`config.mk`:
```
export PLATFORM = sky130hd
export DESIGN_NAME = exec_sequencer_flat
export DESIGN_NICKNAME = d
export VERILOG_FILES = /design/src/rtl/exec_sequencer_if.sv /design/src/rtl/exec_sequencer.sv /design/src/flat_wrapper.sv
export SDC_FILE = /design/constraint.sdc
export NUM_CORES = 1
export LEC_CHECK = 0
export ABC_AREA = 1
export CORE_MARGIN = 3
export CORE_UTILIZATION = 58
export CTS_CLUSTER_DIAMETER = 60
export CTS_CLUSTER_SIZE = 20
export DETAILED_ROUTE_END_ITERATION = 16
export GPL_TIMING_DRIVEN = 0
export PLACE_DENSITY = 0.85
export SLEW_MARGIN = 40
export SYNTH_ARGS = -nofsm -noshare
export SYNTH_HDL_FRONTEND = slang
export SYNTH_SLANG_ARGS = --single-unit
```
`constraint.sdc`:
```
create_clock -name clk -period 2.77 [get_ports clk]
set_input_delay 0.554 -clock clk [delete_from_list [all_inputs] [get_ports clk]]
set_output_delay 0.554 -clock clk [all_outputs]
set_load 0.02 [all_outputs]
```
`src/rtl/exec_sequencer_if.sv`:
```
// Control/status bundle between the execution sequencer and its environment.
// The master side drives the tick, step key, switches, breakpoint and next-PC inputs; the slave side returns status.
interface exec_sequencer_if #(
  parameter int PC_W  = 8,
  parameter int CNT_W = 16
);
  logic             tick;
  logic             step_n;
  logic             run_sw;
  logic             bp_en;
  logic [PC_W-1:0]  bp_addr;
  logic [PC_W-1:0]  pc_next;
  logic             commit;
  logic             busy;
  logic             halted;
  logic             missed;
  logic [2:0]       state;
  logic [CNT_W-1:0] instr_cnt;

  modport master (
    output tick, step_n, run_sw, bp_en, bp_addr, pc_next,
    input  commit, busy, halted, missed, state, instr_cnt
  );

  modport slave (
    input  tick, step_n, run_sw, bp_en, bp_addr, pc_next,
    output commit, busy, halted, missed, state, instr_cnt
  );
endinterface

```
`src/rtl/exec_sequencer.sv`:
```
// Run/step/breakpoint sequencer: one commit strobe per instruction, ROM_LAT+1 cycles after the trigger.
// No backpressure: triggers arriving while busy are dropped (ticks flag the sticky missed bit).
module exec_sequencer #(
  parameter int PC_W    = 8,
  parameter int CNT_W   = 16,
  parameter int ROM_LAT = 2,
  parameter int DB_CYC  = 250000
) (
  input logic            clk,
  input logic            rst,
  exec_sequencer_if.slave sq
);
  localparam int DB_W = $clog2(DB_CYC + 1);

  typedef enum logic [2:0] {
    PAUSE  = 3'd0,
    RUN    = 3'd1,
    FETCH  = 3'd2,
    COMMIT = 3'd3,
    BRK    = 3'd4
  } state_t;

  state_t           st, nxt;
  logic [3:0]       wcnt, wcnt_nxt;
  logic             mode, mode_nxt;     // 1 = fetch came from run mode, 0 = from step
  logic             run_q;
  logic             s1, s2, filt, filt_d;
  logic [DB_W-1:0]  db_cnt;
  logic             step_p;
  logic             bp_hit;
  logic [PC_W-1:0]  pc_cmp;
  logic             commit_q, busy_q, halted_q, missed_q;
  logic [CNT_W-1:0] cnt_q;

  assign step_p = filt_d & ~filt;
  assign pc_cmp = sq.pc_next;
  assign bp_hit = sq.bp_en && (pc_cmp == sq.bp_addr);

  // Step key: synchronize, then accept a new level only after DB_CYC stable cycles.
  always_ff @(posedge clk or posedge rst) begin
    if (rst) begin
      s1     <= 1'b1;
      s2     <= 1'b1;
      filt   <= 1'b1;
      filt_d <= 1'b1;
      db_cnt <= '0;
    end else begin
      s1     <= sq.step_n;
      s2     <= s1;
      filt_d <= filt;
      if (s2 == filt) begin
        db_cnt <= '0;
      end else if (db_cnt == DB_W'(DB_CYC - 1)) begin
        filt   <= s2;
        db_cnt <= '0;
      end else begin
        db_cnt <= db_cnt + 1'b1;
      end
    end
  end

  always_comb begin
    nxt      = st;
    wcnt_nxt = wcnt;
    mode_nxt = mode;
    case (st)
      PAUSE: begin
        if (sq.run_sw) begin
          nxt = RUN;
        end else if (step_p) begin
          nxt      = FETCH;
          mode_nxt = 1'b0;
        end
      end
      RUN: begin
        if (!sq.run_sw) begin
          nxt = PAUSE;
        end else if (sq.tick) begin
          nxt      = FETCH;
          mode_nxt = 1'b1;
        end
      end
      FETCH: begin
        if (wcnt == 4'd0) nxt = COMMIT;
        else              wcnt_nxt = wcnt - 4'd1;
      end
      COMMIT: begin
        if (bp_hit)                   nxt = BRK;
        else if (mode && sq.run_sw)   nxt = RUN;
        else                          nxt = PAUSE;
      end
      BRK: begin
        if (step_p) begin
          nxt      = FETCH;
          mode_nxt = 1'b0;
        end else if (run_q && !sq.run_sw) begin
          nxt = PAUSE;
        end
      end
      default: nxt = PAUSE;
    endcase
    if (nxt == FETCH && st != FETCH) wcnt_nxt = 4'(ROM_LAT - 1);
  end

  // Outputs are registered from the next state so they line up with the state register.
  always_ff @(posedge clk or posedge rst) begin
    if (rst) begin
      st       <= PAUSE;
      wcnt     <= '0;
      mode     <= 1'b0;
      run_q    <= 1'b0;
      commit_q <= 1'b0;
      busy_q   <= 1'b0;
      halted_q <= 1'b0;
      missed_q <= 1'b0;
      cnt_q    <= '0;
    end else begin
      st       <= nxt;
      wcnt     <= wcnt_nxt;
      mode     <= mode_nxt;
      run_q    <= sq.run_sw;
      commit_q <= (nxt == COMMIT);
      busy_q   <= (nxt == FETCH) || (nxt == COMMIT);
      halted_q <= (nxt == BRK);
      if (sq.tick && (st == FETCH || st == COMMIT)) missed_q <= 1'b1;
      if (nxt == COMMIT && !(&cnt_q)) cnt_q <= cnt_q + 1'b1;
    end
  end

  assign sq.commit    = commit_q;
  assign sq.busy      = busy_q;
  assign sq.halted    = halted_q;
  assign sq.missed    = missed_q;
  assign sq.state     = st;
  assign sq.instr_cnt = cnt_q;
endmodule
```
`src/flat_wrapper.sv`:
```
// flat-port wrapper written by rule: the top's interface ports become plain ports
module exec_sequencer_flat 
#(
  parameter int PC_W    = 8,
  parameter int CNT_W   = 16,
  parameter int ROM_LAT = 2,
  parameter int DB_CYC  = 250000
)
  (clk, rst, sq_tick, sq_step_n, sq_run_sw, sq_bp_en, sq_bp_addr, sq_pc_next, sq_commit, sq_busy, sq_halted, sq_missed, sq_state, sq_instr_cnt);
  exec_sequencer_if #(.PC_W(PC_W), .CNT_W(CNT_W)) sq_i ();
  input logic clk;
  input logic rst;
  input wire logic [$bits(sq_i.tick)-1:0] sq_tick;
  input wire logic [$bits(sq_i.step_n)-1:0] sq_step_n;
  input wire logic [$bits(sq_i.run_sw)-1:0] sq_run_sw;
  input wire logic [$bits(sq_i.bp_en)-1:0] sq_bp_en;
  input wire logic [$bits(sq_i.bp_addr)-1:0] sq_bp_addr;
  input wire logic [$bits(sq_i.pc_next)-1:0] sq_pc_next;
  output wire logic [$bits(sq_i.commit)-1:0] sq_commit;
  output wire logic [$bits(sq_i.busy)-1:0] sq_busy;
  output wire logic [$bits(sq_i.halted)-1:0] sq_halted;
  output wire logic [$bits(sq_i.missed)-1:0] sq_missed;
  output wire logic [$bits(sq_i.state)-1:0] sq_state;
  output wire logic [$bits(sq_i.instr_cnt)-1:0] sq_instr_cnt;
  assign sq_i.tick = sq_tick;
  assign sq_i.step_n = sq_step_n;
  assign sq_i.run_sw = sq_run_sw;
  assign sq_i.bp_en = sq_bp_en;
  assign sq_i.bp_addr = sq_bp_addr;
  assign sq_i.pc_next = sq_pc_next;
  assign sq_commit = sq_i.commit;
  assign sq_busy = sq_i.busy;
  assign sq_halted = sq_i.halted;
  assign sq_missed = sq_i.missed;
  assign sq_state = sq_i.state;
  assign sq_instr_cnt = sq_i.instr_cnt;
  exec_sequencer #(.PC_W(PC_W), .CNT_W(CNT_W), .ROM_LAT(ROM_LAT), .DB_CYC(DB_CYC)) u_core (.clk(clk), .rst(rst), .sq(sq_i));
endmodule
```
==> metrics.yaml <==
p_leak_nw: 1.65
cpMaxStageDelayCell: "clkdlybuf4s50_1"
min_period_over_period_pct: 71.6
holdWs_ns: 0.366
rsz0062_at_grt: "no"
layout.cells.non_filler: 520
swShare_pct: 34.1
pre_cts_ws_ns: 0.911
cp-end-kind: "output port"
cts.sinks: 51
die_height_um: 77.1
cp_cell_sequence: "clkdlybuf4s50_1"
htreeDepth: 2
grt_use_met1_pct: 29.5
r2r_setup_slack_ns: 1.03
grt_pass1_vias: 2642
clockPowerShare_pct: 25.5
critPathArrivalTime_ns: 1.43
p_sw_mw: 0.695
powerDensity_mw_per_mm2: 566
layout_common_cells: "nand2_1 (124), nor2_1 (67), dfrtp_1 (47), clkdlybuf4s50_1 (44), inv_1 (42)"
syn_area_mm2: 0.00293
synth_compound_area_share_pct: 4.95
start_util_pct: 60.9
setup_slack_ns: 0.786
grt.total_usage_pct: 23.2
status: "finished clean"
drt-pass1-iter-count: 4
drv_slew: 0
fin_total_pwr_mw: 2.04
cts_setup_buffers: 0
avgRoutedWirePerCell_um: 12.1
syn_nets: 425
grt_overflow: 0
cts_hold_buf: 0
ys_warn_count: 0
antenna_found_initial: 0
insertion_delay_ns: 0.31
finalClockSkew_ns: 0.0126
routed-via-count: 2637
grt_pass1_wl_mm: 11.4
synth_seq_cells: 51
synth_cell_types: 34
cp_slowest_stage_delay_ns: 0.65
yosys.area_share.xor_xnor_pct: 6.57
timing.fmax_mhz: 504
ir_worst_vdd_mv: 0.529
p_int_mw: 1.34
path_clk_slew_ns: 0.10
core-area_mm2: 0.00482
grt-busiest-layer: "met2"
slew_headroom_pct: 65.0
clockBufferDepth: 2
hold_viol: 0
layout.nets: 477
hpwlAfterDp_mm: 4.78
synth_top_family_by_area: "simple AND/OR/NAND/NOR gates"
synth_adder_area_share_pct: 1.28
syn2layout_area_growth_pct: 22.7
synthSimpleGateAreaFrac_pct: 36.2
ant_nets: 0
met3_usage_pct: 3.40
finalSetupTns_ns: 0
postSynthAreaPerCell_um2: 7.34
drt_iter0_drc: 162
dieArea_mm2: 0.00595
worst-setup-path-type: "flop to output port"
final_layout_size_suffix_gt1_share_pct: 8.83
seq_area_frac_synth_pct: 43.7
holdCritPathClass: "flop to flop"
start_kind: "flop"
viasPerCell: 5.07
tightest_slew_ns: 0.522
setup_viol: 0
wirelength_mm: 6.27
die_x_um: 77.1
path_delay_family: "buffers and inverters"
clockRootBuffer: "clkbuf_8"
grt_max_degree: 42
layout_commonest_cell: "nand2_1"
cp_num_buf_inv: 1
syn_inst: 400
rows: 25
fin_crit_ns: 1.98
io_buffers: 44
maxCapViolCount: 0
synthMuxAreaShare_pct: 0
routabilityCongestion: 0.909
grt_use_met2_pct: 40.0
cp.required_ns: 2.22
cts_tree: "yes"
numCtsBuffers: 5
dp_cells: 512
num_antenna_cells: 0
cts_resized: 0
p_seq_share_pct: 44.6
n_fill_cell: 387
p_comb_share_pct: 30.0
drc: 0
crit_path_max_fanout: 6
ios: 45
==> through the flow <==
stage / cell area (um2) / util [%]
floorplan: 2930 / -
global placement: 3460 / 71.8
detailed placement: 3480 / 72.3
CTS: 3590 / 74.6
global route: 3600 / 74.8
finish: 3600 / 74.8
==> flip-flops by register name, indices dropped and copies added, names as in the netlist <==
name,flops
u_core.db_cnt,18
u_core.sq.instr_cnt,16
u_core.wcnt,4
u_core.sq.state,3
u_core.filt,1
u_core.filt_d,1
u_core.mode,1
u_core.run_q,1
u_core.s1,1
u_core.s2,1
u_core.sq.busy,1
u_core.sq.commit,1
u_core.sq.halted,1
u_core.sq.missed,1
==> per-layer routing <==
| metal | routed length (um) | vias to the layer above |
|---|---|---|
| met5 | 0 | - |
| met4 | 117 | 0 |
| met3 | 240 | 15 |
| met2 | 3180 | 65 |
| met1 | 2730 | 1203 |
| li1 | - | 1354 |
==> cell type report <==
type	instances	area [um2]	share of cell area [%]
multi-input cells	296	1450	40.2
flip-flops and latches	51	1280	35.6
repair buffers	45	460	12.8
inverters	51	194	5.39
well taps	67	83.8	2.33
clock buffers	5	68.8	1.91
clock inverters	3	43.8	1.22
plain buffers	2	22.5	0.625
==> synthesized netlist by cell type <==
| library cell | number | area (um2) |
|---|---|---|
| nand2_1 | 124 | 465 |
| nor2_1 | 67 | 251 |
| dfrtp_1 | 47 | 1180 |
| inv_1 | 43 | 161 |
| nand3_1 | 25 | 125 |
| xnor2_1 | 13 | 114 |
| xor2_1 | 9 | 78.8 |
| inv_2 | 8 | 30.0 |
| nand4_1 | 8 | 50.1 |
| o21ai_0 | 6 | 30.0 |
| a21oi_1 | 5 | 25.0 |
| nor3_1 | 5 | 25.0 |
| o21ai_1 | 5 | 25.0 |
| dfstp_2 | 4 | 105 |
| nand2_2 | 4 | 25.0 |
| ha_1 | 3 | 37.5 |
| nor2_4 | 3 | 33.8 |
| a31oi_1 | 2 | 12.5 |
| buf_6 | 2 | 22.5 |
| nand3_2 | 2 | 20.0 |
| o22ai_1 | 2 | 12.5 |
| a21boi_0 | 1 | 7.51 |
| and2_0 | 1 | 6.26 |
| and2_1 | 1 | 6.26 |
| nand2_4 | 1 | 11.3 |
| nand3b_1 | 1 | 7.51 |
| nor2_2 | 1 | 6.26 |
| nor3_2 | 1 | 10.0 |
| nor3b_1 | 1 | 7.51 |
| nor4_1 | 1 | 6.26 |
| o21ai_2 | 1 | 8.76 |
| o21ai_4 | 1 | 16.3 |
| o21bai_1 | 1 | 7.51 |
| or2_2 | 1 | 6.26 |
==> cell families after synthesis <==
kind of cell | Yosys count
xor gates and xnor gates | 22
adders and majority gates | 3
AOI/OAI and AO/OA | 24
DFF | 51
buffers and inverters | 53
and+or+nand+nor | 247
==> power groups by stage <==
stage / logic (mW) / clock network (mW) / registers, mW
6_report: 0.611 / 0.520 / 0.909
5_1_grt: 0.691 / 0.566 / 0.922
4_1_cts: 0.613 / 0.533 / 0.906
3_5_place_dp: 0.610 / 0 / 0.920
3_3_place_gp: 0.586 / 0 / 0.916
2_1_floorplan: 0.340 / 0 / 0.964
==> worst paths after layout <==
path,from,to,depth (start not counted)
max,u_core.sq.instr_cnt[2],sq_instr_cnt[2],1
max reg2reg,u_core.sq.instr_cnt[0],u_core.sq.instr_cnt[2],9
min,u_core.s1,u_core.s2,0
min reg2reg,u_core.s1,u_core.s2,0
min in group asynchronous,rst,u_core.sq.instr_cnt[10],2
max in group asynchronous,rst,u_core.filt,3
(Power assumes the default switching activity.)
